===== src/rtl/smart_toilet_dose_ctrl_pkg.sv =====
// Shared types and constants for the smart_toilet inlet dosing controller.
package smart_toilet_pkg;

    localparam int N_INLETS = 3;
    localparam int SOLN1    = 0;
    localparam int SOLN2    = 1;
    localparam int SOLN3    = 2;

    typedef enum logic [2:0] {
        IDLE     = 3'd0,
        DOSE     = 3'd1,
        SETTLE   = 3'd2,
        WAIT_OUT = 3'd3,
        DONE     = 3'd4
    } state_e;

endpackage


===== src/rtl/smart_toilet_dose_ctrl_dose_channel.sv =====
// One inlet: loadable saturating down-counter of remaining pump steps.
module dose_channel
    import smart_toilet_pkg::*;
#(
    parameter int CNT_W = 16
) (
    input  logic             clk,
    input  logic             rst_n,
    input  logic             load,
    input  logic [CNT_W-1:0] load_val,
    input  logic             step_en,
    input  logic             clear,
    output logic [CNT_W-1:0] remaining,
    output logic             valve,
    output logic             step
);

    logic [CNT_W-1:0] rem_q, rem_d;
    logic             nonzero;

    assign nonzero = (rem_q != '0);

    always_comb begin
        rem_d = rem_q;
        if (clear) begin
            rem_d = '0;
        end else if (load) begin
            rem_d = load_val;
        end else if (step_en && nonzero) begin
            rem_d = rem_q - CNT_W'(1);
        end
    end

    always_ff @(posedge clk or negedge rst_n) begin
        if (!rst_n) begin
            rem_q <= '0;
        end else begin
            rem_q <= rem_d;
        end
    end

    assign remaining = rem_q;
    assign valve     = nonzero;
    assign step      = step_en && nonzero;

endmodule


===== src/rtl/smart_toilet_dose_ctrl.sv =====
// Inlet-side dose sequencer: dose three inlets, settle, then wait for the outlet sensor.
module smart_toilet_dose_ctrl
    import smart_toilet_pkg::*;
#(
    parameter int CNT_W    = 16,
    parameter int STEP_DIV = 100,
    parameter int TIMEOUT  = 50000
) (
    input  logic             clk,
    input  logic             rst_n,
    input  logic             start,
    input  logic             abort,
    input  logic [CNT_W-1:0] vol1,
    input  logic [CNT_W-1:0] vol2,
    input  logic [CNT_W-1:0] vol3,
    input  logic [CNT_W-1:0] settle,
    input  logic             outlet_detect,
    output logic [2:0]       valve_open,
    output logic [2:0]       pump_step,
    output logic             busy,
    output logic             done,
    output logic             aborted,
    output logic             timeout_err
);

    localparam int PW = $clog2(STEP_DIV);
    localparam logic [PW-1:0]    PRESC_LAST = PW'(STEP_DIV - 1);
    localparam logic [CNT_W-1:0] TO_LAST    = CNT_W'(TIMEOUT - 1);
    localparam logic [CNT_W-1:0] CNT_MAX    = '1;

    function automatic logic [CNT_W-1:0] sat_inc(input logic [CNT_W-1:0] x);
        return (x == CNT_MAX) ? x : x + CNT_W'(1);
    endfunction

    state_e           state_q, state_d;
    logic [PW-1:0]    presc_q, presc_d;
    logic             tc_q, tc_d;
    logic [CNT_W-1:0] cnt_q, cnt_d;
    logic [CNT_W-1:0] settle_q, settle_d;
    logic             terr_q, terr_d;
    logic             aborted_q, aborted_d;
    logic             det_q1, det_q2;

    logic [CNT_W-1:0] vol_arr [N_INLETS];
    logic [CNT_W-1:0] rem     [N_INLETS];
    logic [N_INLETS-1:0] valve_w, step_w;
    logic             load, abort_take, step_en, any_rem;

    assign load       = (state_q == IDLE) && start;
    assign abort_take = (state_q != IDLE) && abort;
    // A step due in the same cycle as an abort is dropped.
    assign step_en    = tc_q && (state_q == DOSE) && !abort;

    always_comb begin
        vol_arr[SOLN1] = vol1;
        vol_arr[SOLN2] = vol2;
        vol_arr[SOLN3] = vol3;
    end

    for (genvar i = 0; i < N_INLETS; i++) begin : g_ch
        dose_channel #(.CNT_W(CNT_W)) u_ch (
            .clk       (clk),
            .rst_n     (rst_n),
            .load      (load),
            .load_val  (vol_arr[i]),
            .step_en   (step_en),
            .clear     (abort_take),
            .remaining (rem[i]),
            .valve     (valve_w[i]),
            .step      (step_w[i])
        );
    end

    always_comb begin
        any_rem = 1'b0;
        for (int i = 0; i < N_INLETS; i++) begin
            any_rem = any_rem | (rem[i] != '0);
        end
    end

    always_comb begin
        state_d   = state_q;
        presc_d   = '0;
        tc_d      = 1'b0;
        cnt_d     = cnt_q;
        settle_d  = settle_q;
        terr_d    = terr_q;
        aborted_d = 1'b0;
        case (state_q)
            IDLE: begin
                cnt_d = '0;
                if (start) begin
                    state_d  = DOSE;
                    settle_d = settle;
                    terr_d   = 1'b0;
                end
            end
            DOSE: begin
                if (!any_rem) begin
                    state_d = SETTLE;
                    cnt_d   = '0;
                end else begin
                    // tc_q lags the terminal count by one cycle, so the first
                    // step lands STEP_DIV cycles after DOSE entry.
                    tc_d    = (presc_q == PRESC_LAST);
                    presc_d = (presc_q == PRESC_LAST) ? '0 : presc_q + PW'(1);
                end
            end
            SETTLE: begin
                if ((settle_q == '0) || (cnt_q >= settle_q - CNT_W'(1))) begin
                    state_d = WAIT_OUT;
                    cnt_d   = '0;
                end else begin
                    cnt_d = sat_inc(cnt_q);
                end
            end
            WAIT_OUT: begin
                if (det_q2) begin
                    state_d = DONE;
                end else if (cnt_q >= TO_LAST) begin
                    state_d = IDLE;
                    terr_d  = 1'b1;
                end else begin
                    cnt_d = sat_inc(cnt_q);
                end
            end
            DONE: begin
                state_d = IDLE;
            end
            default: begin
                state_d = IDLE;
            end
        endcase
        if (abort_take) begin
            state_d   = IDLE;
            aborted_d = 1'b1;
            tc_d      = 1'b0;
            presc_d   = '0;
            cnt_d     = '0;
        end
    end

    always_ff @(posedge clk or negedge rst_n) begin
        if (!rst_n) begin
            state_q   <= IDLE;
            presc_q   <= '0;
            tc_q      <= 1'b0;
            cnt_q     <= '0;
            settle_q  <= '0;
            terr_q    <= 1'b0;
            aborted_q <= 1'b0;
            det_q1    <= 1'b0;
            det_q2    <= 1'b0;
        end else begin
            state_q   <= state_d;
            presc_q   <= presc_d;
            tc_q      <= tc_d;
            cnt_q     <= cnt_d;
            settle_q  <= settle_d;
            terr_q    <= terr_d;
            aborted_q <= aborted_d;
            det_q1    <= outlet_detect;
            det_q2    <= det_q1;
        end
    end

    assign valve_open  = valve_w;
    assign pump_step   = step_w;
    assign busy        = (state_q == DOSE) || (state_q == SETTLE) || (state_q == WAIT_OUT);
    assign done        = (state_q == DONE);
    assign aborted     = aborted_q;
    assign timeout_err = terr_q;

endmodule


===== config.mk =====
export PLATFORM = sky130hd
export DESIGN_NAME = smart_toilet_dose_ctrl
export DESIGN_NICKNAME = d
export VERILOG_FILES = /design/src/rtl/smart_toilet_dose_ctrl_pkg.sv /design/src/rtl/smart_toilet_dose_ctrl_dose_channel.sv /design/src/rtl/smart_toilet_dose_ctrl.sv
export SDC_FILE = /design/constraint.sdc
export NUM_CORES = 1
export LEC_CHECK = 0
export BUFFER_PORTS_ARGS = -buffer_cell sky130_fd_sc_hd__buf_2
export CAP_MARGIN = 20
export CORE_ASPECT_RATIO = 1.5
export CORE_MARGIN = 8
export CORE_UTILIZATION = 60
export CTS_BUF_LIST = sky130_fd_sc_hd__clkbuf_4 sky130_fd_sc_hd__clkbuf_8
export CTS_CLUSTER_DIAMETER = 40
export DETAILED_ROUTE_END_ITERATION = 16
export HOLD_SLACK_MARGIN = 0.12
export PLACE_DENSITY = 0.85
export SLEW_MARGIN = 25
export SYNTH_ARGS = -nofsm -noshare
export SYNTH_HDL_FRONTEND = slang
export SYNTH_SLANG_ARGS = --single-unit

===== constraint.sdc =====
create_clock -name clk -period 5 [get_ports clk]
set_input_delay 0 -clock clk [delete_from_list [all_inputs] [get_ports clk]]
set_output_delay 0 -clock clk [all_outputs]
set_load 0.01 [all_outputs]

Word-level counts from Yosys, hierarchy flattened
Index checks and enable logic that the tools add are counted.
{"block": "word_totals", "reg_bits": 95, "in_bits": 69, "latch_bits": 0, "memories": 0, "out_inout_bits": 10, "romBits": 0, "wordCells": 98, "ram_bits": 0}
{"block": "classes", "div": 0, "mux": 35, "eq_ne": 15, "bitwise": 2, "shifts": 0, "reduce_logical": 26, "add_sub_neg": 6, "n_lt_le_gt_ge": 2, "multipliers": 0}
{"op": "$mux 16", "n": 15}
{"op": "$pmux 16 s4", "n": 1}
{"op": "$sub 16x1->16 const B", "n": 4}
{"op": "$reduce_bool 16->1", "n": 3}
{"op": "$mux 7", "n": 4}
{"op": "$mux 3", "n": 6}
{"op": "$add 16x1->16 const B", "n": 1}
{"op": "$eq 16x16->1 const B", "n": 1}
{"op": "$ge 16x16->1", "n": 1}
{"op": "$ge 16x16->1 const B", "n": 1}
{"op": "$logic_not 16->1", "n": 1}
{"op": "$ne 3x3->1 const B", "n": 5}
{"op": "$pmux 3 s4", "n": 1}
{"op": "$reduce_and 4->1", "n": 3}
{"op": "$reduce_bool 3->1", "n": 4}
{"op": "$add 7x1->7 const B", "n": 1}
{"op": "$eq 7x7->1 const B", "n": 1}
{"op": "$logic_and 1x1->1", "n": 7}
{"op": "$mux 1", "n": 7}
{"op": "$eq 3x2->1 const B", "n": 2}
{"op": "$ne 2x2->1 const B", "n": 3}
{"op": "$reduce_bool 5->1", "n": 1}
{"op": "$ne 4x4->1 const B", "n": 1}
{"op": "$eq 3x1->1 const B", "n": 1}
{"op": "8 further kinds", "n": 11}

Longest topological paths before layout
{"block": "logic_depth", "depth_word": 7, "mapped_depth": 15, "ltp_nobuf": 14}

Cells and area by module
Synthesis repeated with hierarchy kept, for this count alone.
{"block": "unflattened", "cells_unflattened": 723, "area_unflattened_um2": 6317.3}
{"module": "dose_channel", "area_per_inst_um2": 1067.3, "cells_each": 128, "instances": 3, "seq_area_each_um2": 400.4}
{"module": "smart_toilet_dose_ctrl", "area_per_inst_um2": 3115.5, "cells_each": 339, "instances": 1, "seq_area_each_um2": 1176.1}

Worst setup path after synthesis
OpenSTA, ideal clock, no wires.
{"block": "synth_path", "path_kind": "reg-to-reg", "startpoint": "reg settle_q[0]", "endpoint": "reg cnt_q[15]", "path_buffers": 1, "period_less_slack_ns": 3.695, "path_stages_with_launch": 15, "t_arrival_ns": 3.617, "setup_slack_ns": 1.305, "setup_ns": 0.078, "required_ns": 4.922, "cell_sequence": "dfrtp_1 -> inv_1 -> ha_1 -> nor3b_1 -> nand2_1 -> or4_1 -> xor2_1 -> ha_1 -> and2_0 -> a221o_1 -> a2111o_1 -> o21ai_1 -> clkbuf_1 -> o21ai_0 -> a21oi_1"}
{"block": "synth_between", "elab_chain_cells": 6, "word_cells_on_any_way": 7, "classes_between": "add/sub (1); order compare (1); mux (3); reduce/logical (2)"}
{"item": "from (decl)", "line_no": "smart_toilet_dose_ctrl.sv:39", "text": "logic [CNT_W-1:0] settle_q, settle_d;"}
{"item": "from (signal assigned)", "line_no": "smart_toilet_dose_ctrl.sv:159", "text": "settle_q <= settle_d;"}
{"item": "$sub 16x1->16", "line_no": "smart_toilet_dose_ctrl.sv:110", "text": "if ((settle_q == '0) || (cnt_q >= settle_q - CNT_W'(1))) begin"}
{"item": "$ge 16x16->1", "line_no": "smart_toilet_dose_ctrl.sv:110"}
{"item": "$logic_or 1x1->1 (*)", "line_no": "smart_toilet_dose_ctrl.sv:110"}
{"item": "$mux 16 (*)", "line_no": "smart_toilet_dose_ctrl.sv:110"}
{"item": "$pmux 16 s4 (*)", "line_no": "smart_toilet_dose_ctrl.sv:89", "text": "case (state_q)"}
{"item": "$mux 16 (*)", "line_no": "smart_toilet_dose_ctrl.sv:134", "text": "if (abort_take) begin"}
{"item": "to (signal assigned)", "line_no": "smart_toilet_dose_ctrl.sv:158", "text": "cnt_q <= cnt_d;"}
{"item": "to (decl)", "line_no": "smart_toilet_dose_ctrl.sv:38", "text": "logic [CNT_W-1:0] cnt_q, cnt_d;"}
Every way passes the cells marked *; elsewhere a longest branch is shown, timed or not.
A chain may end at the register's enable or synchronous reset.

Final worst setup path
{"block": "layout_path", "startpoint": "reg settle_q[0]", "endpoint": "reg cnt_q[6]"}
The elaborated chain is that of the path after synthesis.

==> results by group <==
Pwr
  • Total power: 3.15 mW
  • Leakage: 3.00 nW
  • Switching Fraction: 42.6%
  • Psw: 1.34 mW
  • P_int: 1.81 mW
  • Clock power frac: 17.1%
  • Worst IR Drop VDD: 298 µV
  • Pwr dens: 455 nW/µm²
  • Seq pwr share: 42.0%
  • Combinational fraction of design power: 40.9%

Global routing
  • Initial antenna violation count: 0
  • Tot GR Track Use: 27.1%
  • Pin count of the biggest net entering global routing: 63
  • Vias in the first global route: 5,778
  • First-pass GRT wire length: 27,400 µm
  • Total gr overflow: 0

Drt
  • Final ANT Viol Nets: 0
  • DR DRC count: 0
  • DR iter-0 viols: 413
  • Avg WL per Cell: 18.5 µm
  • Vias/cell: 6.19
  • Final WL: 16,400 µm
  • Drt pass-1 iters: 5
  • Via count: 5,489

Critical path
  • CP endpoint: cnt_q[6]$_DFFE_PN0P_
  • Worst path max stage delay: 490 ps
  • Worst-path maximum fanout: 26
  • Crit Reg-Reg Startpoint: settle_q[0]$_DFFE_PN0P_
  • Capturing point of the worst reg2reg path: cnt_q[6]$_DFFE_PN0P_
  • Slowest cell on the critical path: nor3b_1
  • Critical Path RT: 5310 ps
  • Cell count along the critical path: 14
  • Critical path class: register to register
  • Crit path cell chain: inv_1 > ha_1 > nor3b_1 > nand2_1 > or4_1 > xor2_1 > ha_1 > and2_0 > a221o_1 > a2111o_1 > o21ai_1 > buf_4 > a41oi_1 > a31oi_1
  • CP top delay family: simple AND/OR/NAND/NOR gates
  • CP arrival: 4290 ps
  • Worst Setup SP: settle_q[0]$_DFFE_PN0P_
  • Flop-to-flop setup slack: 1010 ps
  • CP most frequent cell: ha_1
  • Startpoint types: register
  • Crit path buf inv count: 2
  • CP endpoint kind: register
  • Worst reg2reg path depth: 14

Timing
  • Worst slew margin: 45.5%
  • Period minus WS final: 3990 ps
  • Setup violators final: 0
  • Tcrit/Tclk final: 79.7%
  • Clk_skew: 13.1 ps
  • Fin. max-slew vios: 0
  • Least-Margin Pin Slew: 810 ps
  • Final hold slack: 110 ps
  • FMAX: 0.251 GHz
  • RSZ-0062 raised after global routing: false
  • Total negative slack: 0 ps
  • Final hold vios: 0

Yosys
  • Synth Flop Type: dfrtp_1
  • Syn Inst Count: 642
  • Syn. warnings: 0
  • Post-synth EDFFs: 0
  • Register area share after synthesis: 42.2%
  • Synth top area share: 42.2%
  • Synth cell types: 61
  • Syn nets: 733
  • Synth area leaders: dfrtp_1 42%, nand2_1 6.0%, ha_1 4.9%
  • Post-synthesis cell area: 5640 µm²
  • Cell taking the most area after synthesis: dfrtp_1
  • Mean area per synthesized cell: 8.78 µm²
  • FF+latch count, synth: 95
  • Async SR Flop Fraction: 100%

Clocking
  • CTS resizes: 0
  • CTS tree: done
  • CTS clk-pin slew, worst paths: 100 ps
  • TritonCTS buffer count: 9
  • Root Driver: clkbuf_8
  • Clk buf depth: 2
  • # H-tree levels: 3
  • Clock sink count: 95
  • Clk_lat worst skew: 390 ps

Flow run
  • Max_cap viols: 0

Floorplan
  • Die Width: 95.1 µm
  • Die H: 135 µm
  • Starting Density: 61.3%
  • Num rows: 43
  • I/O Pins: 79
  • DIE AREA: 12,800 µm²
  • CORE AREA: 9200 µm²

Place
  • Gpl congestion: 0.885
  • DP HPWL: 10,400 µm
  • Post-Place Cell Area: 6050 µm²
  • Port Buffer Count: 78

Finish
  • Antenna cells: 0
  • Layout fillers: 586
  • Finished Cell Area: 6930 µm²
  • Nets@finish: 861
  • Layout area overhead: 23.0%
  • Share of cells above drive strength 1: 14.2%

Hold path
  • Worst Hold Class: primary input to async pin

Run status
  • Status: finished, final reports clean
==> repair_timing <==
action,4_1_cts,5_1_grt
setup endpoints to repair,0,0
setup buffers,0,0
hold buffers,67,0
endpoints found under the hold margin,105,0
==> how the worst min path moves through the flow <==
| stage | to | depth (start not counted) |
|---|---|---|
| 6_report | settle_q[5]$_DFFE_PN0P_ | 2 |
| 5_1_grt | settle_q[5]$_DFFE_PN0P_ | 2 |
| 4_1_cts | settle_q[5]$_DFFE_PN0P_ | 2 |
| 3_5_place_dp | settle_q[5]$_DFFE_PN0P_ | 1 |
| 3_3_place_gp | settle_q[5]$_DFFE_PN0P_ | 1 |
| 2_1_floorplan | aborted$_DFF_PN0_ | 0 |
==> logic make-up after synthesis <==
group                    Yosys count  share of synthesized area [%]
adder cells (fa/ha/maj)           22                           4.88
flip-flops                        95                           42.2
AND/OR/NAND/NOR                  274                           24.0
AO/OA/AOI/OAI                    145                           16.5
buffers and inverters             53                           4.00
multiplexers                       4                          0.755
XOR/XNOR                          49                           7.62
==> per-layer routing <==
| metal | vias to the layer above | wire, µm | track usage (%) |
|---|---|---|---|
| met5 | - | 0 | 0 |
| met4 | 0 | 674 | 16.4 |
| met3 | 52 | 855 | 5.28 |
| met2 | 228 | 8930 | 48.9 |
| met1 | 2643 | 5940 | 27.4 |
| li1 | 2566 | - | - |
==> Yosys cell counts, drive strengths merged (2+ instances only) <==
library cell and instances:
or4 14, a21oi 35, a31oi 14, buf 8, and2 9, xor2 19, xnor2 30, o2111ai 2
nand3 15, o311ai 7, nand2b 6, o21ai 42, or3b 2, ha 22, or4b 2, a211oi 14
and3 7, a221o 2, nand4 8, nor4 15, nor4b 2, mux2 2, nand2 90, a41oi 3
clkbuf 23, mux2i 2, nor2 62, nor3b 3, or3 10, dfrtp 95, o211ai 8, o31a 2
inv 21, o31ai 2, nor3 24, a21o 3, and4 2
==> placed cells by master, fill, tap and decap left out, types with 3 or more instances in the layout <==
cell	n
a211oi_1	14
o211ai_1	8
o21ai_0	38
nand2_1	88
a21oi_1	35
or3_1	10
inv_6	3
and2_1	7
a31oi_1	14
xor2_1	19
and3_1	7
xnor2_1	30
dfrtp_1	95
inv_1	21
ha_1	22
a41oi_1	3
o311ai_0	7
nand3_1	15
clkbuf_8	9
a21o_1	3
buf_4	4
nand2b_1	6
o21ai_1	4
buf_2	77
or4_1	12
nor4_1	15
dlygate4sd3_1	67
nor2_1	62
nor3b_1	3
nor3_1	23
nand4_1	8
==> metrics by stage <==
step / cells / utilization (%) / worst slack, ps
finish: 887 / 75.3 / 1010
global route: 887 / 75.3 / 725
CTS: 887 / 75.3 / 1030
detailed placement: 804 / 65.8 / 1100
global placement: 804 / 65.8 / 1230
floorplan: 642 / - / 1310
==> final cells by class <==
type,count,area (µm²),area share (%)
flip-flops and latches,95,2380,34.3
multi-input cells,494,3040,43.9
inverters,22,82.6,1.19
clock inverters,7,80.1,1.16
repair buffers,148,1090,15.7
clock buffers,9,124,1.79
well taps,112,140,2.02
==> power groups by stage <==
stage	clock network, mW	logic (mW)	registers, mW
3_5_place_dp	0	1.20	1.32
6_report	0.540	1.29	1.32
3_3_place_gp	0	1.13	1.30
4_1_cts	0.544	1.26	1.31
5_1_grt	0.569	1.44	1.36
2_1_floorplan	0	0.938	1.25
==> state kept, by name, indices dropped and copies added, names as in the netlist <==
| signal | cells |
|---|---|
| g_ch.u_ch.remaining | 48 |
| cnt_q | 16 |
| settle_q | 16 |
| presc_q | 7 |
| state_q | 3 |
| aborted | 1 |
| det_q1 | 1 |
| det_q2 | 1 |
| tc_q | 1 |
| timeout_err | 1 |
Power figures use the tool's default switching activity.
